[src/rtl/pipeline_pkg.sv]
// Shared datapath constants and the write-back entry type.
package pipeline_pkg;

  localparam int DATA_W = 32;
  localparam int ADDR_W = 5;

  localparam logic [ADDR_W-1:0] REG_ZERO = '0;

  typedef struct packed {
    logic [ADDR_W-1:0] rd;
    logic [DATA_W-1:0] data;
  } wb_entry_t;

endpackage

[src/rtl/wb_fifo.sv]
// Write-back queue storage: pointer FIFO with per-entry address match vectors
// ordered by age (bit 0 = youngest) for the bypass network.
module wb_fifo #(
  parameter int DATA_W = 32,
  parameter int ADDR_W = 5,
  parameter int DEPTH  = 4,
  localparam int PTR_W = $clog2(DEPTH)
) (
  input  logic                         clk,
  input  logic                         rst_n,
  input  logic                         push,
  input  logic [ADDR_W-1:0]            push_rd,
  input  logic [DATA_W-1:0]            push_data,
  input  logic                         pop,
  input  logic                         flush,
  output logic [ADDR_W-1:0]            head_rd,
  output logic [DATA_W-1:0]            head_data,
  output logic                         full,
  output logic                         empty,
  output logic [PTR_W:0]               count,
  input  logic [ADDR_W-1:0]            look_a,
  input  logic [ADDR_W-1:0]            look_b,
  output logic [DEPTH-1:0]             match_a,
  output logic [DEPTH-1:0]             match_b,
  output logic [DEPTH-1:0][DATA_W-1:0] age_data
);

  logic [ADDR_W-1:0] rd_mem   [DEPTH];
  logic [DATA_W-1:0] data_mem [DEPTH];
  logic [PTR_W:0]    wr_ptr;
  logic [PTR_W:0]    rd_ptr;

  assign count     = wr_ptr - rd_ptr;
  assign empty     = (wr_ptr == rd_ptr);
  assign full      = (wr_ptr[PTR_W] != rd_ptr[PTR_W]) &&
                     (wr_ptr[PTR_W-1:0] == rd_ptr[PTR_W-1:0]);
  assign head_rd   = rd_mem[rd_ptr[PTR_W-1:0]];
  assign head_data = data_mem[rd_ptr[PTR_W-1:0]];

  // Flush simply catches the read pointer up, so stale slots are never live.
  always_ff @(posedge clk or negedge rst_n) begin
    if (!rst_n) begin
      wr_ptr <= '0;
      rd_ptr <= '0;
    end else if (flush) begin
      rd_ptr <= wr_ptr;
    end else begin
      if (push) wr_ptr <= wr_ptr + 1'b1;
      if (pop)  rd_ptr <= rd_ptr + 1'b1;
    end
  end

  always_ff @(posedge clk) begin
    if (push && !flush) begin
      rd_mem[wr_ptr[PTR_W-1:0]]   <= push_rd;
      data_mem[wr_ptr[PTR_W-1:0]] <= push_data;
    end
  end

  always_comb begin
    logic [PTR_W-1:0] slot;
    logic             live;
    slot     = '0;
    live     = 1'b0;
    match_a  = '0;
    match_b  = '0;
    age_data = '0;
    for (int i = 0; i < DEPTH; i++) begin
      slot        = wr_ptr[PTR_W-1:0] - PTR_W'(i + 1);
      live        = ((PTR_W + 1)'(i) < count);
      match_a[i]  = live && (rd_mem[slot] == look_a);
      match_b[i]  = live && (rd_mem[slot] == look_b);
      age_data[i] = data_mem[slot];
    end
  end

endmodule

[src/rtl/writeback_unit.sv]
// Write-back unit: queues ALU results, drains one per cycle to the register file
// and forwards pending values. Optional overflow trap under macro WB_OVF_TRAP_EN.
module writeback_unit #(
  parameter int DATA_W = pipeline_pkg::DATA_W,
  parameter int ADDR_W = pipeline_pkg::ADDR_W,
  parameter int DEPTH  = 4
) (
  input  logic                      clk,
  input  logic                      rst_n,
  input  logic                      in_valid,
  output logic                      in_ready,
  input  logic [ADDR_W-1:0]         in_rd,
  input  logic [DATA_W-1:0]         in_data,
  input  logic                      in_ovf,
  input  logic                      flush,
  input  logic                      rf_busy,
  output logic                      rf_we,
  output logic [ADDR_W-1:0]         rf_waddr,
  output logic [DATA_W-1:0]         rf_wdata,
  input  logic [ADDR_W-1:0]         fwd_rs_addr,
  input  logic [ADDR_W-1:0]         fwd_rt_addr,
  output logic                      fwd_rs_hit,
  output logic [DATA_W-1:0]         fwd_rs_data,
  output logic                      fwd_rt_hit,
  output logic [DATA_W-1:0]         fwd_rt_data,
  output logic [$clog2(DEPTH):0]    pending,
  output logic                      ovf_trap
);

  import pipeline_pkg::*;

  logic                         accept;
  logic                         enq;
  logic                         drain;
  logic                         full;
  logic                         empty;
  logic [ADDR_W-1:0]            head_rd;
  logic [DATA_W-1:0]            head_data;
  logic [DEPTH-1:0]             match_rs;
  logic [DEPTH-1:0]             match_rt;
  logic [DEPTH-1:0][DATA_W-1:0] age_data;

  assign in_ready = !full;
  assign accept   = in_valid && in_ready;
  assign drain    = !empty && !rf_busy && !flush;

`ifdef WB_OVF_TRAP_EN
  logic trap_q;

  assign enq      = accept && (in_rd != ADDR_W'(REG_ZERO)) && !in_ovf && !flush;
  assign ovf_trap = trap_q;

  always_ff @(posedge clk or negedge rst_n) begin
    if (!rst_n)                 trap_q <= 1'b0;
    else if (accept && in_ovf)  trap_q <= 1'b1;
  end
`else
  logic unused_ovf;

  assign unused_ovf = in_ovf;
  assign enq        = accept && (in_rd != ADDR_W'(REG_ZERO)) && !flush;
  assign ovf_trap   = 1'b0;
`endif

  wb_fifo #(
    .DATA_W (DATA_W),
    .ADDR_W (ADDR_W),
    .DEPTH  (DEPTH)
  ) u_fifo (
    .clk       (clk),
    .rst_n     (rst_n),
    .push      (enq),
    .push_rd   (in_rd),
    .push_data (in_data),
    .pop       (drain),
    .flush     (flush),
    .head_rd   (head_rd),
    .head_data (head_data),
    .full      (full),
    .empty     (empty),
    .count     (pending),
    .look_a    (fwd_rs_addr),
    .look_b    (fwd_rt_addr),
    .match_a   (match_rs),
    .match_b   (match_rt),
    .age_data  (age_data)
  );

  always_ff @(posedge clk or negedge rst_n) begin
    if (!rst_n) begin
      rf_we    <= 1'b0;
      rf_waddr <= '0;
      rf_wdata <= '0;
    end else begin
      rf_we <= drain;
      if (drain) begin
        rf_waddr <= head_rd;
        rf_wdata <= head_data;
      end
    end
  end

  // Output stage is oldest; queue is scanned oldest->youngest so the youngest match wins.
  function automatic logic [DATA_W:0] lookup(input logic [ADDR_W-1:0] addr,
                                             input logic [DEPTH-1:0]  match);
    logic [DATA_W:0] res;
    res = '0;
    if (rf_we && (rf_waddr == addr)) res = {1'b1, rf_wdata};
    for (int i = DEPTH - 1; i >= 0; i--) begin
      if (!flush && match[i]) res = {1'b1, age_data[i]};
    end
    if (addr == ADDR_W'(REG_ZERO)) res = '0;
    return res;
  endfunction

  assign {fwd_rs_hit, fwd_rs_data} = lookup(fwd_rs_addr, match_rs);
  assign {fwd_rt_hit, fwd_rt_data} = lookup(fwd_rt_addr, match_rt);

endmodule

[config.mk]
export PLATFORM = sky130hd
export DESIGN_NAME = writeback_unit
export DESIGN_NICKNAME = d
export VERILOG_FILES = /design/src/rtl/pipeline_pkg.sv /design/src/rtl/wb_fifo.sv /design/src/rtl/writeback_unit.sv
export SDC_FILE = /design/constraint.sdc
export NUM_CORES = 1
export LEC_CHECK = 0
export ABC_AREA = 1
export CAP_MARGIN = 20
export CORE_MARGIN = 2
export CORE_UTILIZATION = 43
export DETAILED_ROUTE_END_ITERATION = 16
export PLACE_DENSITY = 0.67
export SYNTH_ARGS = -nofsm -noshare
export SYNTH_HDL_FRONTEND = slang
export SYNTH_HIERARCHICAL = 1
export SYNTH_SLANG_ARGS = --single-unit
[constraint.sdc]
create_clock -name clk -period 5.8 [get_ports clk]
set_clock_uncertainty 0.05 [all_clocks]
set_input_delay 0.58 -clock clk [delete_from_list [all_inputs] [get_ports clk]]
set_output_delay 0.58 -clock clk [all_outputs]
set_load 0.1 [all_outputs]
==> results.cfg <==
[outcome]
outcome = finished, final reports clean

[logic_synthesis]
synth-edff-count = 148
ys.flop_type = edfxtp_1
synth_top_area_cell = edfxtp_1
synth_area_leaders = edfxtp_1 28%, nand2_1 17%, o21ai_0 12%
yosys.cell_types.count = 37
yosysSeqAreaShare_pct = 35.2
netlist_area_mm2 = 0.0158
synthArstFlopShare_pct = 22.9
synth.avg_cell_area_um2 = 6.79
ys_ff_latch = 192
yosys_warnings = 6
syn_nets = 2380
syn_inst = 2319
synth_top_area_share_pct = 28.2

[routing]
ant_nets = 0
via_count = 15839
wl_um = 51700
wl_per_cell_um = 18.1
dr.pass1.iters = 6
viasPerCell = 5.54
drc_errors = 0
drt_iter0_drc = 1611

[finish]
layout-drive-gt1-share_pct = 8.45
final_common_cell = nand2_1
layout.cells.non_filler = 2858
num_antenna_cells = 0
syn2layout_area_growth_pct = 19.3
nNetsFinal = 2438
mostFrequentLayoutCells = 715 x nand2_1, 370 x o21ai_0, 270 x inv_1
n_fill_cell = 3410

[global_route]
grt_max_degree = 164
grt_pass1_wl_um = 80100
antenna_found_initial = 0
grt_use_total_pct = 27.0
grt_pass1_vias = 14783
grt_overflow = 0

[clock_network]
cts_num_sinks = 192
cts_hold_buf = 0
cts_setup_buffers = 0
post_cts_resized = 0
cts_tree = done
cts_root_buf = clkbuf_16
h-tree-depth = 4
numCtsBuffers = 17
clock_latency_ns = 0.46
clkTransAtPathRegs_ns = 0.08
clk_path_buf_depth = 2

[critical_path]
r2r-start = u_fifo/wr_ptr[1]$_DFFE_PN0P_
cp-end-kind = output pin
cp.required_ns = 5.17
r2r-end = u_fifo/rd_mem[1][3]$_DFFE_PP_
critPathKind = reg2out
crit_start = u_fifo/wr_ptr[0]$_DFFE_PN0P_
reg2regPathDepth = 10
cp-start-kind = flip-flop
reg2reg_slack_ns = 1.97
cp_max_fo = 36
cp.arrival_ns = 4.53

[timing]
rsz0062_at_grt = false
maxSlewViolCount = 0
max_slew_margin_pct = 24.8
tns_ns = 0
fin_crit_ns = 5.16
fin_crit_sh_pct = 88.9
setup_viol = 0
whs_ns = 0.237
timing_hold_violations_final = 0
tightest_slew_ns = 1.12
setup_slack_ns = 0.644
fmaxAchievable_ghz = 0.194

[min_path]
hp-class = in2async

[placed_design]
dp.cells = 2823
gp_congestion = 0.865
numPortBuffers = 159
post-place-ws_ns = 1.24
place_hpwl_um = 32200

[power]
p_per_area_mw_per_mm2 = 618
peakVddDrop_v = 0.000450
total_leakage_power_nw = 8.43

[die]
die_area_mm2 = 0.0382
io_pins = 162
row_count = 70
chipHeight_um = 195
die_w_um = 195
start_util_pct = 43.3
core_mm2 = 0.0363

[flow_run]
drv_cap = 0
-- metrics by stage --
step	util, %	total power [mW]	cell area, µm²
6_report	51.7	11.6	18800
4_1_cts	51.5	11.5	18700
3_3_place_gp	49.7	10.1	18100
5_1_grt	51.7	12.3	18800
2_1_floorplan	-	8.00	15800
3_5_place_dp	49.7	10.2	18100
-- layout make-up --
| class | count | area (µm²) | area share, % |
|---|---|---|---|
| inverters | 281 | 1060 | 5.63 |
| multi-input cells | 1693 | 8380 | 44.6 |
| repair buffers | 192 | 2570 | 13.7 |
| flip-flops and latches | 192 | 5550 | 29.5 |
| well taps | 468 | 586 | 3.12 |
| clock buffers | 19 | 453 | 2.41 |
| clock inverters | 13 | 194 | 1.03 |
-- worst max-delay path: stages (launching register included) --
cell and delay (ns):
dfrtp_4 0.51, inv_4 0.27, ha_2 0.36, inv_2 0.19, buf_4 0.39, o211ai_1 0.21
nand2_1 0.14, nand2_1 0.06, nand2_1 0.06, nand2_1 0.06, nor2_1 0.13, nand2_2 0.37
buf_12 0.33, o21ai_0 0.16, inv_1 0.05, nand2_1 0.07, nand2_1 0.05, a21oi_1 0.38
buf_12 0.24
-- kinds of logic after synthesis --
| kind of cell | count (synthesis) | share of synthesized area [%] |
|---|---|---|
| AO/OA/AOI/OAI | 502 | 16.9 |
| flip-flops | 192 | 35.2 |
| adder cells (fa/ha/maj) | 8 | 0.683 |
| other | 1 | 0.0238 |
| multiplexers | 122 | 7.75 |
| buffers and inverters | 434 | 12.0 |
| XOR/XNOR | 7 | 0.389 |
| AND/OR/NAND/NOR | 1053 | 27.1 |
-- power breakdown --
group	internal [mW]	leakage (nW)	switching, mW
registers	1.70	1.88	0.159
clock network	0.719	0.313	0.576
logic	2.37	6.24	6.09
total	4.80	8.43	6.82
-- cells in the mapped netlist (all sizes together), types with 13 or more instances --
library cell	count
o22ai	32
a21oi	76
o21ai	375
nor2	182
o211ai	13
dfrtp	44
buf	89
nand2	727
inv	281
mux2i	122
edfxtp	148
clkbuf	64
nand3	130
-- state kept, by name, indices dropped and copies added (netlist names) --
register,cells
u_fifo/data_mem,128
rf_we,1
rf_waddr,5
u_fifo/rd_mem,20
rf_wdata,32
u_fifo/rd_ptr,3
u_fifo/wr_ptr,3
-- worst max-delay path by stage --
stage,to,cells after the start
3_3_place_gp,fwd_rt_data[2],18
2_1_floorplan,fwd_rt_data[10],20
6_report,fwd_rt_data[2],18
4_1_cts,fwd_rt_data[2],18
3_5_place_dp,fwd_rt_data[2],18
5_1_grt,fwd_rt_data[2],18
-- per-layer routing --
| layer | vias up | GRT usage [%] | routed length [µm] |
|---|---|---|---|
| li1 | 7652 | - | - |
| met1 | 7262 | 33.8 | 21000 |
| met2 | 796 | 46.3 | 24500 |
| met3 | 129 | 3.75 | 4230 |
| met4 | 0 | 11.9 | 1970 |
| met5 | - | 0 | 0 |
Note: power is estimated with default switching activity, not from simulation.
